File: src/rtl/mem_port_arbiter_if.sv
// Bundle of requester-side and memory-side signals around the shared
// memory port. The arbiter takes the slave view. Requesters and the memory
// model take the master view.
interface mem_port_arbiter_if #(
  parameter int NUM_REQ    = 2,
  parameter int LEN_W      = 6,
  parameter int ADDR_WIDTH = 8,
  parameter int DATA_WIDTH = 32,
  parameter int BANDWIDTH  = 8
);
  localparam int WORD_W = DATA_WIDTH * BANDWIDTH;

  // Requester side. Per-requester fields are packed flat, with slice i belonging to requester i.
  logic [NUM_REQ-1:0]            req_valid;
  logic [NUM_REQ-1:0]            req_write;
  logic [NUM_REQ*ADDR_WIDTH-1:0] req_addr;
  logic [NUM_REQ*LEN_W-1:0]      req_len;
  logic [NUM_REQ-1:0]            req_ready;
  logic [NUM_REQ*WORD_W-1:0]     wr_data;
  logic [NUM_REQ-1:0]            wr_ready;
  logic [WORD_W-1:0]             rd_data;
  logic [NUM_REQ-1:0]            rd_valid;
  logic [NUM_REQ-1:0]            done;

  // Memory side. This is a single port with a one-cycle registered read.
  logic                          mem_read;
  logic                          mem_write;
  logic [ADDR_WIDTH-1:0]         mem_address;
  logic [WORD_W-1:0]             mem_writedata;
  logic [WORD_W-1:0]             mem_readdata;

  modport master (
    output req_valid, req_write, req_addr, req_len, wr_data, mem_readdata,
    input  req_ready, wr_ready, rd_data, rd_valid, done,
           mem_read, mem_write, mem_address, mem_writedata
  );

  modport slave (
    input  req_valid, req_write, req_addr, req_len, wr_data, mem_readdata,
    output req_ready, wr_ready, rd_data, rd_valid, done,
           mem_read, mem_write, mem_address, mem_writedata
  );
endinterface

File: src/rtl/mem_port_arbiter.sv
// Round-robin burst arbiter for one shared 256-bit memory port.
// The arbiter grants a whole burst to one requester and then steps the word
// address once per beat. During write bursts it forwards the owner's write
// data. During read bursts it routes returned read data back to the owner.
module mem_port_arbiter #(
  parameter int NUM_REQ    = 2,
  parameter int LEN_W      = 6,
  parameter int ADDR_WIDTH = 8,
  parameter int DATA_WIDTH = 32,
  parameter int BANDWIDTH  = 8
) (
  input  logic               clock_i,
  input  logic               reset_i,
  mem_port_arbiter_if.slave  bus
);
  localparam int WORD_W = DATA_WIDTH * BANDWIDTH;
  localparam int IDX_W  = (NUM_REQ > 1) ? $clog2(NUM_REQ) : 1;

  localparam logic [NUM_REQ-1:0] ONE_HOT0 = NUM_REQ'(1);
  localparam logic [IDX_W-1:0]   LAST_IDX = IDX_W'(NUM_REQ - 1);
  localparam logic [IDX_W:0]     NUM_EXT  = (IDX_W + 1)'(NUM_REQ);
  localparam logic [LEN_W-1:0]   LEN_ONE  = LEN_W'(1);
  localparam logic [LEN_W-1:0]   LEN_TWO  = LEN_W'(2);

  typedef enum logic [1:0] {
    IDLE     = 2'd0,
    RD_BURST = 2'd1,
    WR_BURST = 2'd2,
    RD_DRAIN = 2'd3
  } state_t;

  state_t                state_q;
  logic [IDX_W-1:0]      rr_q;
  logic [IDX_W-1:0]      owner_q;
  logic [ADDR_WIDTH-1:0] addr_q;      // address of the beat currently on the port
  logic [LEN_W-1:0]      remain_q;    // beats left, including the current one
  logic                  mem_read_q;
  logic                  mem_write_q;
  logic [NUM_REQ-1:0]    rd_valid_q;
  logic [NUM_REQ-1:0]    done_q;

  // Per-requester views of the flat request buses.
  logic [ADDR_WIDTH-1:0] req_addr_a [NUM_REQ];
  logic [LEN_W-1:0]      req_len_a  [NUM_REQ];
  logic [WORD_W-1:0]     wr_data_a  [NUM_REQ];

  genvar gi;
  generate
    for (gi = 0; gi < NUM_REQ; gi++) begin : g_unpack
      assign req_addr_a[gi] = bus.req_addr[gi*ADDR_WIDTH +: ADDR_WIDTH];
      assign req_len_a[gi]  = bus.req_len[gi*LEN_W +: LEN_W];
      assign wr_data_a[gi]  = bus.wr_data[gi*WORD_W +: WORD_W];
    end
  endgenerate

  logic                  grant_any_d;
  logic [IDX_W-1:0]      grant_idx_d;
  logic [IDX_W:0]        cand_d;
  logic [NUM_REQ-1:0]    grant_oh_d;
  logic [NUM_REQ-1:0]    owner_oh;
  logic [LEN_W-1:0]      len_eff_d;
  logic [IDX_W-1:0]      rr_next_d;
  logic                  accept_d;

  // Find the first valid requester at or above the round-robin pointer.
  // The scan runs from the far end down to the pointer, so the nearest
  // valid requester is the last one assigned and therefore wins.
  always_comb begin
    grant_any_d = 1'b0;
    grant_idx_d = '0;
    cand_d      = '0;
    for (int i = NUM_REQ - 1; i >= 0; i--) begin
      cand_d = {1'b0, rr_q} + (IDX_W + 1)'(i);
      if (cand_d >= NUM_EXT) begin
        cand_d = cand_d - NUM_EXT;
      end
      if (bus.req_valid[cand_d[IDX_W-1:0]]) begin
        grant_any_d = 1'b1;
        grant_idx_d = cand_d[IDX_W-1:0];
      end
    end
  end

  // Grant bookkeeping: the accept strobe, the normalised length, and the next pointer.
  always_comb begin
    accept_d   = (state_q == IDLE) && grant_any_d && !reset_i;
    grant_oh_d = ONE_HOT0 << grant_idx_d;
    owner_oh   = ONE_HOT0 << owner_q;
    len_eff_d  = (req_len_a[grant_idx_d] == '0) ? LEN_ONE : req_len_a[grant_idx_d];
    rr_next_d  = (grant_idx_d == LAST_IDX) ? '0 : grant_idx_d + IDX_W'(1);
  end

  // Burst sequencer. This block holds the state, the beat address and counter,
  // and the registered strobes that drive the memory port.
  always_ff @(posedge clock_i) begin
    if (reset_i) begin
      state_q     <= IDLE;
      rr_q        <= '0;
      owner_q     <= '0;
      addr_q      <= '0;
      remain_q    <= '0;
      mem_read_q  <= 1'b0;
      mem_write_q <= 1'b0;
      rd_valid_q  <= '0;
      done_q      <= '0;
    end else begin
      // Read data returns one cycle after each read beat, tagged with the owner.
      rd_valid_q <= mem_read_q ? owner_oh : '0;
      case (state_q)
        IDLE: begin
          done_q <= '0;
          if (accept_d) begin
            owner_q  <= grant_idx_d;
            rr_q     <= rr_next_d;
            addr_q   <= req_addr_a[grant_idx_d];
            remain_q <= len_eff_d;
            if (bus.req_write[grant_idx_d]) begin
              state_q     <= WR_BURST;
              mem_write_q <= 1'b1;
              // A single-beat write completes on its only beat.
              done_q      <= (len_eff_d == LEN_ONE) ? grant_oh_d : '0;
            end else begin
              state_q    <= RD_BURST;
              mem_read_q <= 1'b1;
            end
          end
        end
        RD_BURST: begin
          if (remain_q == LEN_ONE) begin
            // Last read issued. Its data comes back during the drain cycle.
            state_q    <= RD_DRAIN;
            mem_read_q <= 1'b0;
            addr_q     <= '0;
            remain_q   <= '0;
            done_q     <= owner_oh;
          end else begin
            addr_q   <= addr_q + ADDR_WIDTH'(1);
            remain_q <= remain_q - LEN_ONE;
          end
        end
        RD_DRAIN: begin
          state_q <= IDLE;
          done_q  <= '0;
        end
        WR_BURST: begin
          if (remain_q == LEN_ONE) begin
            state_q     <= IDLE;
            mem_write_q <= 1'b0;
            addr_q      <= '0;
            remain_q    <= '0;
            done_q      <= '0;
          end else begin
            addr_q   <= addr_q + ADDR_WIDTH'(1);
            remain_q <= remain_q - LEN_ONE;
            // Raise done so that it lines up with the final write beat.
            done_q   <= (remain_q == LEN_TWO) ? owner_oh : '0;
          end
        end
        default: begin
          state_q <= IDLE;
        end
      endcase
    end
  end

  // Output steering. Write data and rd_data are combinational pass-throughs,
  // and they are forced to zero outside their active cycles.
  always_comb begin
    bus.req_ready     = accept_d ? grant_oh_d : '0;
    bus.wr_ready      = mem_write_q ? owner_oh : '0;
    bus.mem_read      = mem_read_q;
    bus.mem_write     = mem_write_q;
    bus.mem_address   = addr_q;
    bus.mem_writedata = mem_write_q ? wr_data_a[owner_q] : '0;
    bus.rd_valid      = rd_valid_q;
    bus.rd_data       = (|rd_valid_q) ? bus.mem_readdata : '0;
    bus.done          = done_q;
  end

endmodule

File: src/flat_wrapper.sv
// flat-port wrapper written by rule: the top's interface ports become plain ports
module mem_port_arbiter_flat 
#(
  parameter int NUM_REQ    = 2,
  parameter int LEN_W      = 6,
  parameter int ADDR_WIDTH = 8,
  parameter int DATA_WIDTH = 32,
  parameter int BANDWIDTH  = 8
)
  (clock_i, reset_i, bus_req_valid, bus_req_write, bus_req_addr, bus_req_len, bus_wr_data, bus_mem_readdata, bus_req_ready, bus_wr_ready, bus_rd_data, bus_rd_valid, bus_done, bus_mem_read, bus_mem_write, bus_mem_address, bus_mem_writedata);
  mem_port_arbiter_if #(.NUM_REQ(NUM_REQ), .LEN_W(LEN_W), .ADDR_WIDTH(ADDR_WIDTH), .DATA_WIDTH(DATA_WIDTH), .BANDWIDTH(BANDWIDTH)) bus_i ();
  input  logic clock_i;
  input  logic reset_i;
  input wire logic [$bits(bus_i.req_valid)-1:0] bus_req_valid;
  input wire logic [$bits(bus_i.req_write)-1:0] bus_req_write;
  input wire logic [$bits(bus_i.req_addr)-1:0] bus_req_addr;
  input wire logic [$bits(bus_i.req_len)-1:0] bus_req_len;
  input wire logic [$bits(bus_i.wr_data)-1:0] bus_wr_data;
  input wire logic [$bits(bus_i.mem_readdata)-1:0] bus_mem_readdata;
  output wire logic [$bits(bus_i.req_ready)-1:0] bus_req_ready;
  output wire logic [$bits(bus_i.wr_ready)-1:0] bus_wr_ready;
  output wire logic [$bits(bus_i.rd_data)-1:0] bus_rd_data;
  output wire logic [$bits(bus_i.rd_valid)-1:0] bus_rd_valid;
  output wire logic [$bits(bus_i.done)-1:0] bus_done;
  output wire logic [$bits(bus_i.mem_read)-1:0] bus_mem_read;
  output wire logic [$bits(bus_i.mem_write)-1:0] bus_mem_write;
  output wire logic [$bits(bus_i.mem_address)-1:0] bus_mem_address;
  output wire logic [$bits(bus_i.mem_writedata)-1:0] bus_mem_writedata;
  assign bus_i.req_valid = bus_req_valid;
  assign bus_i.req_write = bus_req_write;
  assign bus_i.req_addr = bus_req_addr;
  assign bus_i.req_len = bus_req_len;
  assign bus_i.wr_data = bus_wr_data;
  assign bus_i.mem_readdata = bus_mem_readdata;
  assign bus_req_ready = bus_i.req_ready;
  assign bus_wr_ready = bus_i.wr_ready;
  assign bus_rd_data = bus_i.rd_data;
  assign bus_rd_valid = bus_i.rd_valid;
  assign bus_done = bus_i.done;
  assign bus_mem_read = bus_i.mem_read;
  assign bus_mem_write = bus_i.mem_write;
  assign bus_mem_address = bus_i.mem_address;
  assign bus_mem_writedata = bus_i.mem_writedata;
  mem_port_arbiter #(.NUM_REQ(NUM_REQ), .LEN_W(LEN_W), .ADDR_WIDTH(ADDR_WIDTH), .DATA_WIDTH(DATA_WIDTH), .BANDWIDTH(BANDWIDTH)) u_core (.clock_i(clock_i), .reset_i(reset_i), .bus(bus_i));
endmodule
File: config.mk
export PLATFORM = sky130hd
export DESIGN_NAME = mem_port_arbiter_flat
export DESIGN_NICKNAME = d
export VERILOG_FILES = /design/src/rtl/mem_port_arbiter_if.sv /design/src/rtl/mem_port_arbiter.sv /design/src/flat_wrapper.sv
export SDC_FILE = /design/constraint.sdc
export NUM_CORES = 1
export LEC_CHECK = 0
export CAP_MARGIN = 0
export CORE_AREA = 2 2 515 517
export DETAILED_ROUTE_END_ITERATION = 12
export DIE_AREA = 0 0 517 519
export HOLD_SLACK_MARGIN = 0.1
export PLACE_DENSITY = 0.3
export SLEW_MARGIN = 40
export SYNTH_ARGS = -nofsm -noshare
export SYNTH_HDL_FRONTEND = slang
export SYNTH_SLANG_ARGS = --single-unit
File: constraint.sdc
create_clock -name clock_i -period 2.1 [get_ports clock_i]
set_input_delay 0.21 -clock clock_i [delete_from_list [all_inputs] [get_ports clock_i]]
set_output_delay 0.21 -clock clock_i [all_outputs]
set_load 0.02 [all_outputs]
==> results.ini <==
[yosys]
ys_top_cells_by_area = nor2b_1 (42%), mux2i_1 (35%), dfxtp_1 (6.2%)
synth_top_cell_by_area = nor2b_1
async_flop_share_pct = 0
ys_warn_count = 0
synth_cell_types = 51
synth_top_area_share_pct = 41.6
ys_seq_area_share_pct = 6.22
synth_most_common_cell = nor2b_1
netlist_area_um2 = 7720
ys_ff_latch = 24
netlist_instances = 1046
ys.flop_type = dfxtp_1
synth_edf_count = 0
avgSynthCellArea_um2 = 7.38
syn_nets = 1855
synth_common_cells = nor2b_1 (514), mux2i_1 (267), clkbuf_1 (63), buf_2 (28), dfxtp_1 (24)

[detailed_routing]
drtIter0Drc = 666
wl_per_cell_um = 34.9
drc_errors = 0
viasPerCell = 2.45
via_count = 14900
ant_nets = 0
drt-total-wl_um = 213000
drtPass1Iterations = 5

[critical_path]
crit_arrival_ps = 2000
cp_slowest_cell = clkdlybuf4s50_1
required_ps = 1890
crit_family = buffers and inverters
cp-end-kind = primary output
cp-start-kind = register
cp_num_buf_inv = 3
path_max_fanout = 18
crit_type = register to primary output
max_stage_delay_ps = 610
path_cells = buf_16, buf_4, mux2i_1, nor2b_1, clkdlybuf4s50_1

[clocking]
root_buffer = clkbuf_16
worstSkewPairLatency_ps = 270
ctsHoldBuffers = 0
tritoncts = done
path_clk_slew_ps = 70
clock_sinks = 24
cts_max_path_buffers = 2
numCtsBuffers = 3
htreeDepth = 1

[timing]
worst_slew_pin_slew_ps = 625
hold_viol_final = 0
setup_violations = 63
drv_slew = 0
fin_crit_ps = 2210
relSlewSlack_pct = 58.3
fmax_ghz = 0.452
fin_tns_setup_ps = -2440
clock_skew_ps = 8.36
finalCritPeriodShare_pct = 105
setup_slack_ps = -114
holdWs_ps = 492
rsz0062_at_grt = true

[floorplan]
die_y_um = 519
initial_core_util_pct = 2.93
coreArea_um2 = 263000
die_area_um2 = 268000
die_x_um = 517
io_pins = 1332
rows = 189

[grt]
grt_max_degree = 45
use_met2_pct = 23.6
grt_overflow = 0
grt_usage_pct = 15.0
grt_use_met1_pct = 18.0
grt_first_pass_wirelength_um = 243000
antenna_found_initial = 224
grt_use_met3_pct = 8.76
grt_busiest_layer = met2
grt_pass1_vias = 15300

[power_and_ir_drop]
peakVddDrop_v = 0.000342
p_leak_nw = 10.7
power_mw = 22.3
power_density_nw_per_um2 = 763

[cells_and_area]
area_delta_synth_final_pct = 279
fillers = 30600
nets = 3301
fin_cells = 6085
drive_above_1_share_pct = 31.8
fin_util_pct = 11.1
final_area_um2 = 29300

[place]
dpl.cell_count = 5995
post-dp-hpwl_um = 201000
placed_area_um2 = 27500
gp_congestion = 1.02
io_buffer_count = 1331
pre_cts_ws_ps = -250

[run_status]
violations = negative setup slack
status = finished, violations left

[hold_path]
min_path_type = register to register

[flow_run]
maxCapViolCount = 0

==> layer usage <==
metal	wire length, um	up-vias
met1	87100	6878
met5	638	-
met3	29100	353
met2	91900	1131
li1	-	6476
met4	3910	96
==> placed cells by master, fill, tap and decap left out, types with 5 or more instances in the layout <==
cell type          n
clkdlybuf4s15_1    5
nor2b_1          426
ha_1               7
mux2i_1          174
inv_1             14
mux2i_2           42
clkbuf_16          7
a32o_1             9
buf_8              6
nor3_1             6
nor2b_4           20
dfxtp_1           20
a21oi_1            8
nor2_1            13
o32ai_1            6
o21ai_0           10
nand3_1            5
buf_4            361
nor2b_2           68
buf_12           170
diode_2           61
buf_16             7
dlygate4sd2_1    124
clkdlybuf4s50_1  806
clkbuf_2          16
dlymetal6s2s_1    10
nand2_1           19
mux2i_4           51
buf_6             22
==> registers in the layout, summed over array words and instances (netlist names) <==
name,count
u_core.bus.mem_address,8
u_core.bus.done,2
u_core.rr_q,1
u_core.bus.rd_valid,2
u_core.bus.mem_write,1
u_core.remain_q,6
u_core.owner_q,1
u_core.state_q,2
u_core.bus.mem_read,1
==> path summary, 6_finish.rpt <==
check	start	to	slack, ps	cells past startpoint
min	u_core.bus.mem_address[7]	u_core.bus.mem_address[7]	490	2
min reg2reg	u_core.bus.mem_address[7]	u_core.bus.mem_address[7]	490	2
max	u_core.owner_q	bus_mem_writedata[4]	-110	5
max reg2reg	u_core.state_q[0]	u_core.bus.mem_address[5]	180	9
==> power by group <==
group | internal, mW | total [mW] | switching [mW]
sequential | 0.626 | 0.825 | 0.198
combinational | 9.52 | 21.1 | 11.5
clock | 0.261 | 0.458 | 0.197
total | 10.4 | 22.3 | 11.9
==> timing repair <==
| item | 4_1_cts | 5_1_grt |
|---|---|---|
| gates cloned | 3 | 5 |
| endpoints found under the setup margin | 272 | 237 |
| gates resized for setup | 319 | 216 |
| setup buffers | 7 | 11 |
==> worst min-delay path: stages (launching register included) <==
cell and delay [ps]:
dfxtp_1 330, nand2_1 60, o2bb2ai_1 60
==> layout make-up <==
cell class / instances / area (um2) / area share, %
inverter: 14 / 52.6 / 0.179
antenna: 61 / 153 / 0.521
sequential: 24 / 490 / 1.67
timing repair buffer: 1535 / 16200 / 55.3
multi-input combinational: 914 / 7910 / 27.0
tap: 3533 / 4420 / 15.1
clock buffer: 4 / 78.8 / 0.269
==> kinds of logic (layout without fill, tap and decap cells) <==
kind of cell | Yosys count | after routing | share of synthesized area (%)
compound gates | 59 | 59 | 5.85
fa+ha+maj | 7 | 7 | 1.13
buf+inv | 108 | 1553 | 5.99
flops | 24 | 24 | 6.22
mux | 269 | 269 | 34.9
other cells | 0 | 61 | 0
simple gates | 579 | 579 | 45.9
Note: power is estimated with default switching activity, not from simulation.
